<file path="src/rtl/fpu_op_sequencer.sv">
// fpu_op_sequencer
// ---------------------------------------------------------------------------
// Command front-end for the single-precision fpu block. Accepts tagged
// operations over valid/ready into a command FIFO and issues at most one per
// cycle into the fpu. It tracks the fpu's one-cycle registered latency and
// returns results in order, with tags, through a 4-entry result FIFO.
//
// Optional build macro: FPU_SEQ_DIV_TRAP_EN
//   defined   : DIV ops are sent to the fpu as MUL and their result is
//               replaced by a quiet NaN (32'h7FC00000) at capture.
//   undefined : DIV is issued unchanged and fpu_o is captured verbatim.
//
// Ports
//   clk, rst                 clock, synchronous active-high reset
//   cmd_valid/cmd_ready      command handshake (cmd_ready = FIFO not full)
//   cmd_a, cmd_b, cmd_op     operands and opcode (00 ADD, 01 SUB, 10 DIV, 11 MUL)
//   cmd_tag                  opaque tag returned with the result
//   fpu_a, fpu_b, fpu_opcode drive the fpu inputs from issue stage S1
//   fpu_o                    fpu output, valid for S2 while s2_valid is set
//   res_valid/res_ready      result handshake
//   res_data, res_tag        head of the result FIFO
//   busy                     any work queued, in flight or not yet popped
// ---------------------------------------------------------------------------
module fpu_op_sequencer #(
  parameter int DEPTH = 4,
  parameter int TAG_W = 4
) (
  input  logic             clk,
  input  logic             rst,
  input  logic             cmd_valid,
  output logic             cmd_ready,
  input  logic [31:0]      cmd_a,
  input  logic [31:0]      cmd_b,
  input  logic [1:0]       cmd_op,
  input  logic [TAG_W-1:0] cmd_tag,
  output logic [31:0]      fpu_a,
  output logic [31:0]      fpu_b,
  output logic [1:0]       fpu_opcode,
  input  logic [31:0]      fpu_o,
  output logic             res_valid,
  input  logic             res_ready,
  output logic [31:0]      res_data,
  output logic [TAG_W-1:0] res_tag,
  output logic             busy
);

  localparam int AW = $clog2(DEPTH);
  localparam int CW = AW + 1;
  localparam int RDEPTH = 4;

`ifdef FPU_SEQ_DIV_TRAP_EN
  localparam logic [1:0]  OP_DIV = 2'b10;
  localparam logic [1:0]  OP_MUL = 2'b11;
  localparam logic [31:0] QNAN   = 32'h7FC00000;
`endif

  // command FIFO
  logic [31:0]      cq_a   [DEPTH];
  logic [31:0]      cq_b   [DEPTH];
  logic [1:0]       cq_op  [DEPTH];
  logic [TAG_W-1:0] cq_tag [DEPTH];
  logic [AW-1:0]    cq_wr, cq_rd;
  logic [CW-1:0]    cq_count;

  // issue stage S1 and tracking stage S2
  logic             s1_valid;
  logic [31:0]      s1_a, s1_b;
  logic [1:0]       s1_op;
  logic [TAG_W-1:0] s1_tag;
  logic             s2_valid;
  logic [TAG_W-1:0] s2_tag;
`ifdef FPU_SEQ_DIV_TRAP_EN
  logic [1:0]       s2_op;
`endif

  // result FIFO
  logic [31:0]      rq_data [RDEPTH];
  logic [TAG_W-1:0] rq_tag  [RDEPTH];
  logic [1:0]       rq_wr, rq_rd;
  logic [2:0]       res_count;

  logic             cmd_push, issue, credits_ok;
  logic             res_push, res_pop;
  logic [2:0]       committed;
  logic [31:0]      cap_data;

  assign cmd_ready = (cq_count != CW'(DEPTH));
  assign cmd_push  = cmd_valid && cmd_ready;

  // Every op in S1/S2 or in the result FIFO owns a result slot; the fpu
  // cannot stall, so issue only while a free slot is guaranteed.
  assign committed  = {2'b00, s1_valid} + {2'b00, s2_valid} + res_count;
  assign credits_ok = (committed < 3'd4);
  assign issue      = (cq_count != '0) && credits_ok;

  assign res_valid = (res_count != 3'd0);
  assign res_pop   = res_valid && res_ready;
  assign res_push  = s2_valid;

`ifdef FPU_SEQ_DIV_TRAP_EN
  assign fpu_opcode = (s1_op == OP_DIV) ? OP_MUL : s1_op;
  assign cap_data   = (s2_op == OP_DIV) ? QNAN : fpu_o;
`else
  assign fpu_opcode = s1_op;
  assign cap_data   = fpu_o;
`endif

  assign fpu_a    = s1_a;
  assign fpu_b    = s1_b;
  assign res_data = rq_data[rq_rd];
  assign res_tag  = rq_tag[rq_rd];

  assign busy = (cq_count != '0) || s1_valid || s2_valid || (res_count != 3'd0);

  // command FIFO storage is never observed before it is written
  always_ff @(posedge clk) begin
    if (cmd_push) begin
      cq_a[cq_wr]   <= cmd_a;
      cq_b[cq_wr]   <= cmd_b;
      cq_op[cq_wr]  <= cmd_op;
      cq_tag[cq_wr] <= cmd_tag;
    end
  end

  always_ff @(posedge clk) begin
    if (rst) begin
      cq_wr    <= '0;
      cq_rd    <= '0;
      cq_count <= '0;
    end else begin
      if (cmd_push) cq_wr <= cq_wr + 1'b1;
      if (issue)    cq_rd <= cq_rd + 1'b1;
      case ({cmd_push, issue})
        2'b10:   cq_count <= cq_count + 1'b1;
        2'b01:   cq_count <= cq_count - 1'b1;
        default: cq_count <= cq_count;
      endcase
    end
  end

  // S1 data holds its last value when nothing issues
  always_ff @(posedge clk) begin
    if (rst) begin
      s1_valid <= 1'b0;
      s1_a     <= '0;
      s1_b     <= '0;
      s1_op    <= '0;
      s1_tag   <= '0;
    end else begin
      s1_valid <= issue;
      if (issue) begin
        s1_a   <= cq_a[cq_rd];
        s1_b   <= cq_b[cq_rd];
        s1_op  <= cq_op[cq_rd];
        s1_tag <= cq_tag[cq_rd];
      end
    end
  end

  always_ff @(posedge clk) begin
    if (rst) begin
      s2_valid <= 1'b0;
      s2_tag   <= '0;
`ifdef FPU_SEQ_DIV_TRAP_EN
      s2_op    <= '0;
`endif
    end else begin
      s2_valid <= s1_valid;
      s2_tag   <= s1_tag;
`ifdef FPU_SEQ_DIV_TRAP_EN
      s2_op    <= s1_op;
`endif
    end
  end

  // result storage is cleared so res_data/res_tag read zero out of reset
  always_ff @(posedge clk) begin
    if (rst) begin
      for (int i = 0; i < RDEPTH; i++) begin
        rq_data[i] <= '0;
        rq_tag[i]  <= '0;
      end
      rq_wr     <= '0;
      rq_rd     <= '0;
      res_count <= '0;
    end else begin
      if (res_push) begin
        rq_data[rq_wr] <= cap_data;
        rq_tag[rq_wr]  <= s2_tag;
        rq_wr          <= rq_wr + 1'b1;
      end
      if (res_pop) rq_rd <= rq_rd + 1'b1;
      case ({res_push, res_pop})
        2'b10:   res_count <= res_count + 1'b1;
        2'b01:   res_count <= res_count - 1'b1;
        default: res_count <= res_count;
      endcase
    end
  end

endmodule

</file>
<file path="config.mk">
export PLATFORM = sky130hd
export DESIGN_NAME = fpu_op_sequencer
export DESIGN_NICKNAME = d
export VERILOG_FILES = /design/src/rtl/fpu_op_sequencer.sv
export SDC_FILE = /design/constraint.sdc
export NUM_CORES = 1
export LEC_CHECK = 0
export CAP_MARGIN = 15
export CORE_ASPECT_RATIO = 0.6
export CORE_MARGIN = 2
export CORE_UTILIZATION = 59
export CTS_CLUSTER_SIZE = 30
export DETAILED_ROUTE_END_ITERATION = 8
export DONT_BUFFER_PORTS = 1
export PLACE_DENSITY = 0.75
export SYNTH_ARGS = -nofsm -noshare
export SYNTH_HDL_FRONTEND = slang
export SYNTH_SLANG_ARGS = --single-unit
</file>
<file path="constraint.sdc">
create_clock -name clk -period 9.2 [get_ports clk]
set_clock_uncertainty 0.15 [all_clocks]
set_input_delay 0.92 -clock clk [delete_from_list [all_inputs] [get_ports clk]]
set_output_delay 0.92 -clock clk [all_outputs]
set_load 0.005 [all_outputs]
</file>
==> impl_metrics.ini <==
[setup_path]
startpoint_type = register
crit_slowest_cell = dfxtp_2
cp_num_buf_inv = 1
cp_top_family = flip-flops
path_class = register to primary output
crit_arrival_ns = 2.34
crit_fanout = 23
endpoint_kind = primary output
cp.required_ns = 8.13
slowest_delay_ns = 0.65
crit_chain = buf_4 -> mux4_2

[clocking]
cts_tree = yes
cts.clk_slew.worst_paths_ns = 0.07
holdBufCountCts = 0
cts_sinks = 516
postCtsSetupBuffers = 0
cts-htree-levels = 2
cts_resized = 0
clk_path_buf_depth = 3
cts-root-buf = clkbuf_16
cts_buffers = 45
clock_latency_ns = 0.57

[status]
status = complete, no violations

[sta]
finalSetupTns_ns = 0
fin_crit_sh_pct = 37.1
max_slew.worst_pin.slew_ns = 1.10
finalCriticalPeriod_ns = 3.41
rsz0062_at_grt = false
slew_headroom_pct = 26.9
finalHoldViolations = 0
setup_violations = 0
hold_slack_ns = 0.284
fmax_mhz = 293
slew_viol_final = 0

[logic_synthesis]
synth_cells = 1183
syn_area_per_cell_sq_um = 16.8
syn_area_sq_um = 19900
ys_types = 40
yosys_warnings = 0
synth.net_count = 1298
synth-seq-cells = 516
seq_area_frac_synth_pct = 73.3

[global_routing]
grt_max_degree = 99
grt.total_usage_pct = 23.0
grt_pass1_vias = 10300
grt-ovfl-total = 0
grt_pass1_wl_um = 61200
antenna_found_initial = 0

[place]
io_buffers = 0
dp_hpwl_um = 22300
gp_congestion = 0.781
place_area_sq_um = 20200

[routing]
drc = 0
ant_nets = 0
wl_um = 39500
drtPass1Iterations = 5
wl_per_cell_um = 23.9
vias_per_cell = 6.06
num_vias = 10000
drt_iter0_drc = 703

[floorplanning]
fp.dieW_um = 241
start_util_pct = 60.6
num_io_pins = 211
rows = 51
die_h_um = 146
core_area_sq_um = 32800
fp.dieArea_sq_um = 35200

[cells_and_area]
diodes = 0
areaGrowthSynthToFinish_pct = 8.70
design_area_sq_um = 21600
fill_cells = 2280
drive_above_1_share_pct = 16.9
nets = 1282

[pwr]
ir_worst_vdd_mv = 0.240
p_leak_nw = 7.17
powerDensity_nw_per_um2 = 285

[min_path]
hold_class = primary input to register

[job]
maxCapViolCount = 0
==> sequential cells by signal, summed over array words and instances, names as in the netlist, named ones only <==
| signal | flops |
|---|---|
| cq_a | 128 |
| cq_b | 128 |
| rq_data | 128 |
| fpu_a | 32 |
| fpu_b | 32 |
| cq_tag | 16 |
| rq_tag | 16 |
| cq_op | 8 |
| s1_tag | 4 |
| s2_tag | 4 |
| cq_count | 3 |
| res_count | 3 |
| cq_rd | 2 |
| cq_wr | 2 |
| fpu_opcode | 2 |
| rq_rd | 2 |
| rq_wr | 2 |
| res_push | 1 |
| s1_valid | 1 |
==> worst paths after layout <==
check,cells after the start,to,start,slack [ns]
hold / removal,1,fpu_a[8],rst,0.28
setup / recovery,2,res_tag[1],register,5.79
hold reg to reg,2,s1_tag[2],s1_tag[2],0.32
setup reg to reg,11,cq_count[2],res_count[0],5.97
==> logic make-up (layout without fill, tap and decap cells) <==
kind of cell               Yosys count  after routing  share of synthesized area [%]
and+or+nand+nor                    259            259                           6.28
xor gates and xnor gates             9              9                          0.397
DFF                                516            516                           73.3
AOI/OAI and AO/OA                  157            157                           4.09
muxes                              107            107                           12.1
buffers and inverters              126            147                           3.17
adders and majority gates            9              9                          0.642
==> synth_stat cells <==
cell type  count  area [sq um]
mux4_2       106          2390
and3_1         4          25.0
edfxtp_1     424         12700
buf_6         15           169
or3b_1         1          8.76
or2_2          1          6.26
nand4_2        1          12.5
nor4_4         1          21.3
a31o_2         1          8.76
inv_1         46           173
and2_1        38           238
o21bai_1       2          15.0
nor3_1         1          5.00
buf_2         29           145
dfxtp_1       92          1840
clkbuf_1      28           105
nor2_1        85           319
buf_1          6          22.5
xor2_1         6          52.6
or3_4          1          11.3
a211o_1        1          8.76
a21oi_1       77           385
a211oi_2       1          12.5
o21ai_1       70           350
mux2_2         1          11.3
a21boi_1       1          7.51
or3_1          3          18.8
nand2b_1       2          12.5
fa_1           2          40.0
a21o_1         2          15.0
buf_4          2          15.0
ha_1           7          87.6
nor2_2         1          6.26
nor2b_1        6          37.5
xnor2_1        3          26.3
nand2_1       40           150
nand3_1       72           360
and4_1         1          8.76
or4_1          1          7.51
o21ai_0        2          10.0
==> where the power goes <==
group          internal [mW]  switching (mW)
sequential              2.89           0.304
clock                   1.02           0.812
combinational          0.554           0.587
==> final cells by class <==
class,instances,area [sq um],area share (%)
multi-input cells,541,4730,21.9
clock inverters,24,211,0.979
well taps,450,563,2.61
flip-flops and latches,516,14600,67.5
clock buffers,60,1210,5.61
repair buffers,17,128,0.591
inverters,46,173,0.799
==> routing by layer <==
layer	GRT usage (%)	up-vias	routed length, um
li1	-	4478	-
met1	33.7	5135	17200
met2	34.1	349	17900
met3	7.05	59	3510
met4	5.77	0	869
met5	0	-	0
==> stage by stage <==
step                      power, mW  utilization [%]  instances  setup slack [ns]
final                          6.16             65.9       1654              5.79
after global routing           6.47             65.9       1654              5.60
after CTS                      6.23             65.9       1654              5.69
after detailed placement       4.41             61.5       1570              6.03
after global placement         4.37             61.5       1570              6.19
after floorplan                4.08                -       1183              6.01
==> cells in the final DEF, fill, tap and decap left out, types with 2 or more instances in the layout <==
cell type / count
inv_1: 46
o21ai_1: 70
dfxtp_4: 2
dfxtp_2: 2
a21o_1: 2
clkinv_1: 12
clkbuf_1: 12
or3_1: 3
bufinv_16: 3
dfxtp_1: 88
nand2_1: 40
fa_1: 2
xor2_1: 6
clkinvlp_4: 2
clkinv_8: 2
o21ai_0: 2
mux4_2: 106
and3_4: 4
nand3_1: 72
edfxtp_1: 424
buf_4: 17
clkbuf_16: 45
nor2_1: 85
clkinv_2: 4
o21bai_4: 2
nand2b_1: 2
ha_1: 7
a21oi_1: 77
and2_1: 38
xnor2_1: 3
nor2b_1: 6
clkbuf_8: 3
No activity file was read; power rests on OpenSTA's default activity.
==> RTL edit 1, RTL diff (same settings) <==
Take the reset off `s2_tag` and load it in a clocked block of its own.
--- a/src/rtl/fpu_op_sequencer.sv
+++ b/src/rtl/fpu_op_sequencer.sv
@@ -160,17 +160,19 @@
   always_ff @(posedge clk) begin
     if (rst) begin
       s2_valid <= 1'b0;
-      s2_tag   <= '0;
 `ifdef FPU_SEQ_DIV_TRAP_EN
       s2_op    <= '0;
 `endif
     end else begin
       s2_valid <= s1_valid;
-      s2_tag   <= s1_tag;
 `ifdef FPU_SEQ_DIV_TRAP_EN
       s2_op    <= s1_op;
 `endif
     end
+  end
+
+  always_ff @(posedge clk) begin
+    s2_tag <= s1_tag;
   end
 
   // result storage is cleared so res_data/res_tag read zero out of reset
Formal check against the unedited RTL: no difference found for any inputs over 4 cycles, from zero or initial values and one cycle with rst high; that may be too few to reach the edited logic, so the function may still have changed.
==> RTL edit 1 against the unedited design <==
Sequential cell count stayed put. Synthesized area hardly changed. Total power fell by 1.6%. Clock power down 6%. Wire length is 0.62% higher. First-iteration DRC count increased by 22%. Worst setup slack worse by 0.011 ns. Final area decreased by 0.61%. Critical path type unchanged. Critical endpoint is now res_data[13]. Largest cell class unchanged. Highest routed layer unchanged.
==> RTL edit 1: results (changes against the unedited design) <==
* Status: finished clean
* DR iter-0 viols at 856 (+22%)
* Port Buf Inserts at 0 (unchanged)
* Arrival time at the worst endpoint at 2.35 ns
* Yosys synthesis warning count at 0 (unchanged)
* Area growth syn-to-layout at 8.109%
* H-tree depth at 2 (unchanged)
* GP Congestion at 0.7488 (-4.1%)
* HPWL Detailed at 22530 um (+1.2%)
* Post-place setup slack at 5.964 ns (-0.06716 ns)
* Cell Area, Placed at 0.02016 sq mm (about the same)
* XOR/XNOR Fraction of Synth Area at 0.3970% (about the same)
* Worst-Skew Late Latency at 0.55 ns (-0.02 ns)
* 1st-pass router iterations at 5 (unchanged)
* Max FO, Critical Path at 23 (unchanged)
* Top Registers: cq_a: 128 flops, cq_b: 128 flops, rq_data: 128 flops
* Initial antenna violation count at 0 (unchanged)
* Async SR Flop Fraction at 0% (unchanged)
* Cts repair resizes at 0 (unchanged)
* Post-Synth Adder-Cell Area at 0.6427% (about the same)
* First-pass GRT wire length at 61550 um (+0.63%)
* ANT cells at 0 (unchanged)
* Top post-synthesis cells by area: edfxtp_1 (64%), mux4_2 (12%), dfxtp_1 (9.3%)
* Seq/Total Area, Yosys at 73.39% (about the same)
* Total Wirelength at 39790 um (+0.62%)
* Root Buffer: clkbuf_16
* Clock Power Share at 28.4% (-1.3 points)
* Hold Crit Class: reg2reg
* Pin count of the biggest net entering global routing at 95 (-4.0%)
* Maximum VDD drop at 0.2049 mV (-15%)
* CTS Buffer Depth at 3 (unchanged)
* Leak at 7.112 nW (-0.81%)
* Cell variety after synth at 41 (+2.5%)
* Sequential share of power at 52.4% (+0.6 points)
* Most frequent cells after synthesis: edfxtp_1 (424), mux4_2 (106), dfxtp_1 (92), nor2_1 (85), a21oi_1 (77)
* Share of cells above drive strength 1 at 16.65% (-0.21 points)
* Post-synthesis compound-gate area fraction at 4.140% (+0.047 points)
* Mux cell area share after synthesis at 12.08% (about the same)
* Mapped Area at 0.01986 sq mm (about the same)
* Post-synth EDFFs at 424 (unchanged)
* GRT Total Usage at 23.13% (+0.15 points)
* Syn_nets at 1293 (-0.39%)
* Via count at 10023 (+0.020%)
* Clk slew on worst S/H paths at 0.07 ns (about the same)
* TritonCTS Buffers at 43 (-4.4%)
* Setup Fix Bufs, Post-CTS at 0 (unchanged)
* Worst slew pin tran at 1.096 ns (+0.0002013 ns)
* Sw frac at 27.56% (-0.074 points)
## RTL edit 1: changes by cell type after synthesis, sizes merged
| cell | before | now |
|---|---|---|
| clkbuf | 28 | 27 |
| nor2b | 6 | 2 |
## RTL edit 1: critical path, stage by stage, from the launching register on
cell and delay (ns):
dfxtp_2 0.65, buf_4 0.51, mux4_2 0.62
## RTL edit 1: final cells by class
class,count,area (sq um)
Clock buffer,65,1221
Sequential cell,516,14580
Timing Repair Buffer,17,127.6
Multi-Input combinational cell,537,4711
Inverter,46,172.7
Clock inverter,14,90.09
Tap cell,450,563.0
Fill cell,2230,11330
## RTL edit 1: metrics by stage
step | total power, mW | util, % | cells
final | 6.064 | 65.45 | 1645
after global routing | 6.354 | 65.45 | 1645
after CTS | 6.125 | 65.45 | 1645
after detailed placement | 4.407 | 61.46 | 1566
after global placement | 4.372 | 61.46 | 1566
after floorplan | 4.084 | - | 1178
## RTL edit 1: logic make-up (layout without fill, tap and decap cells)
kind of cell    count (synthesis)  after routing
flops                         516            516
simple gates                  255            255
compound gates                157            157
buf+inv                       125            142
mux                           107            107
fa+ha+maj                       9              9
xor+xnor                        9              9
## RTL edit 1: path summary, 6_finish.rpt
path                      from           end  slack, ns  depth (start not counted)
setup / recovery      register  res_data[13]       5.78                          2
hold / removal       s1_tag[2]     s2_tag[2]       0.21                          0
setup reg to reg  res_count[0]   cq_count[2]       5.95                         11
hold reg to reg      s1_tag[2]     s2_tag[2]       0.21                          0
## RTL edit 1: metal layers
metal / track usage [%] / vias to the layer above / share of wire, %
li1: - / 4448 / -
met1: 32.87 / 5183 / 42
met2: 36.47 / 342 / 48
met3: 6.183 / 50 / 8.0
met4: 5.247 / 0 / 1.9
met5: 0 / - / 0
==> RTL edit 2, RTL diff (config.mk and constraints unchanged) <==
Made on the original files. Change the localparam `RDEPTH` from 4 to 8.
--- a/src/rtl/fpu_op_sequencer.sv
+++ b/src/rtl/fpu_op_sequencer.sv
@@ -46,7 +46,7 @@
 
   localparam int AW = $clog2(DEPTH);
   localparam int CW = AW + 1;
-  localparam int RDEPTH = 4;
+  localparam int RDEPTH = 8;
 
 `ifdef FPU_SEQ_DIV_TRAP_EN
   localparam logic [1:0]  OP_DIV = 2'b10;
Check against the original RTL: no difference found for any inputs over 4 cycles, from zero or initial values and one cycle with rst high; that may be too few to reach the edited logic, so the function may still have changed.
==> RTL edit 2 against the unedited design <==
Worst setup slack better by 0.0073 ns. Final area is 1.5% higher. Total power is 2.5% higher. Sequential cell count stayed put. Wire length is 5.5% higher. Count of clock-buffer cells in the layout is 4 higher. Synthesized area is 0.69% higher. Critical endpoint is now res_data[30].
==> RTL edit 2: results (changes against the unedited design) <==
* Worst-Skew Late Latency at 0.55 ns (-0.02 ns)
* Reg-to-Reg Start: res_push
* CTS Buffer Depth at 3 (unchanged)
* R2R Setup Slk at 6.44 ns (+0.47 ns)
* Max FO, Critical Path at 24 (+4.3%)
* TritonCTS Buffers at 46 (+2.2%)
* Share of cells above drive strength 1 at 17.96% (+1.1 points)
* Maximum VDD drop at 0.1967 mV (-18%)
* First-pass GRT wire length at 64160 um (+4.9%)
* R2r endpoint: rq_data[3][26]
* Slew HR at 30.58% (+3.7 points)
* Top post-synthesis cells by area: edfxtp_1 (64%), mux4_2 (12%), dfxtp_1 (9.2%)
* Via count at 10311 (+2.9%)
* HPWL Detailed at 23470 um (+5.5%)
* Worst Reg-to-Reg Cells at 4 (-7)
* Fillcell total at 2328 (+2.1%)
* Crit path to: res_data[30]
* Cell Area, Placed at 0.02037 sq mm (+0.95%)
* Total Wirelength at 41730 um (+5.5%)
* GRT Total Usage at 23.74% (+0.76 points)
* Seq/Total Area, Yosys at 72.85% (-0.50 points)
* Cell variety after synth at 38 (-5.0%)
* Post-DR vias/cell at 6.310 (+4.2%)
* DR iter-0 viols at 785 (+12%)
* Pin count of the biggest net entering global routing at 98 (-1.0%)
* Status: finished clean
* Leak at 7.638 nW (+6.5%)
* Post-Syn Instances at 1163 (-1.7%)
* Placed cell count at 1549 (-1.3%)
## RTL edit 2: final cells by class
| class | instances | share of cell area, % |
|---|---|---|
| multi-input cells | 541 | 22.84 |
| flip-flops and latches | 516 | 66.52 |
| repair buffers | 21 | 0.7191 |
| clock buffers | 64 | 5.793 |
| well taps | 459 | 2.620 |
| clock inverters | 21 | 1.307 |
| inverters | 12 | 0.2055 |
## RTL edit 2: metrics by stage
stage | utilization, % | setup slack (ns) | hold slack, ns | total power, mW
after detailed placement | 60.67 | 6.305 | 0.3019 | 4.412
after CTS | 65.30 | 5.711 | 0.2774 | 6.370
after floorplan | - | 6.014 | 0.2877 | 4.073
final | 65.30 | 5.797 | 0.2883 | 6.313
after global placement | 60.67 | 6.340 | 0.3010 | 4.372
after global routing | 65.30 | 5.588 | 0.2765 | 6.590
## RTL edit 2: cell families after synthesis
logic type | count (synthesis) | synth area share [%]
XOR/XNOR | 8 | 0.3502
adder cells (fa/ha/maj) | 13 | 0.8881
AO/OA/AOI/OAI | 158 | 4.171
multiplexers | 108 | 12.04
flip-flops | 516 | 72.85
buffers and inverters | 106 | 2.320
AND/OR/NAND/NOR | 254 | 7.386
## RTL edit 2: critical path: cells and delay by family, from the launching register on
kind / cells / cell delay [ns]
flip-flops: 1 / 0.65
buffers and inverters: 1 / 0.50
multiplexers: 1 / 0.61
## RTL edit 2: how the worst min path moves through the flow
stage	start	endpoint	slack (ns)	depth (start not counted)
floorplan	s1_tag[0]	s2_tag[0]	0.29	1
global placement	s1_tag[2]	s1_tag[2]	0.30	2
detailed placement	s1_tag[2]	s1_tag[2]	0.30	2
CTS	rst	fpu_opcode[1]	0.28	1
global route	cmd_b[13]	cq_b[3][13]	0.28	0
finish	rst	register	0.29	1
## RTL edit 2: layer usage
| layer | GRT usage, % | share of wire (%) |
|---|---|---|
| met1 | 33.73 | 43 |
| met2 | 37.37 | 48 |
| met3 | 5.901 | 7.6 |
| met4 | 6.481 | 2.1 |
| met5 | 0 | 0 |
## RTL edit 2: power by group
part	total, mW	switching (mW)	internal, mW
sequential	3.16	0.274	2.89
clock	1.97	0.825	1.14
combinational	1.18	0.635	0.547
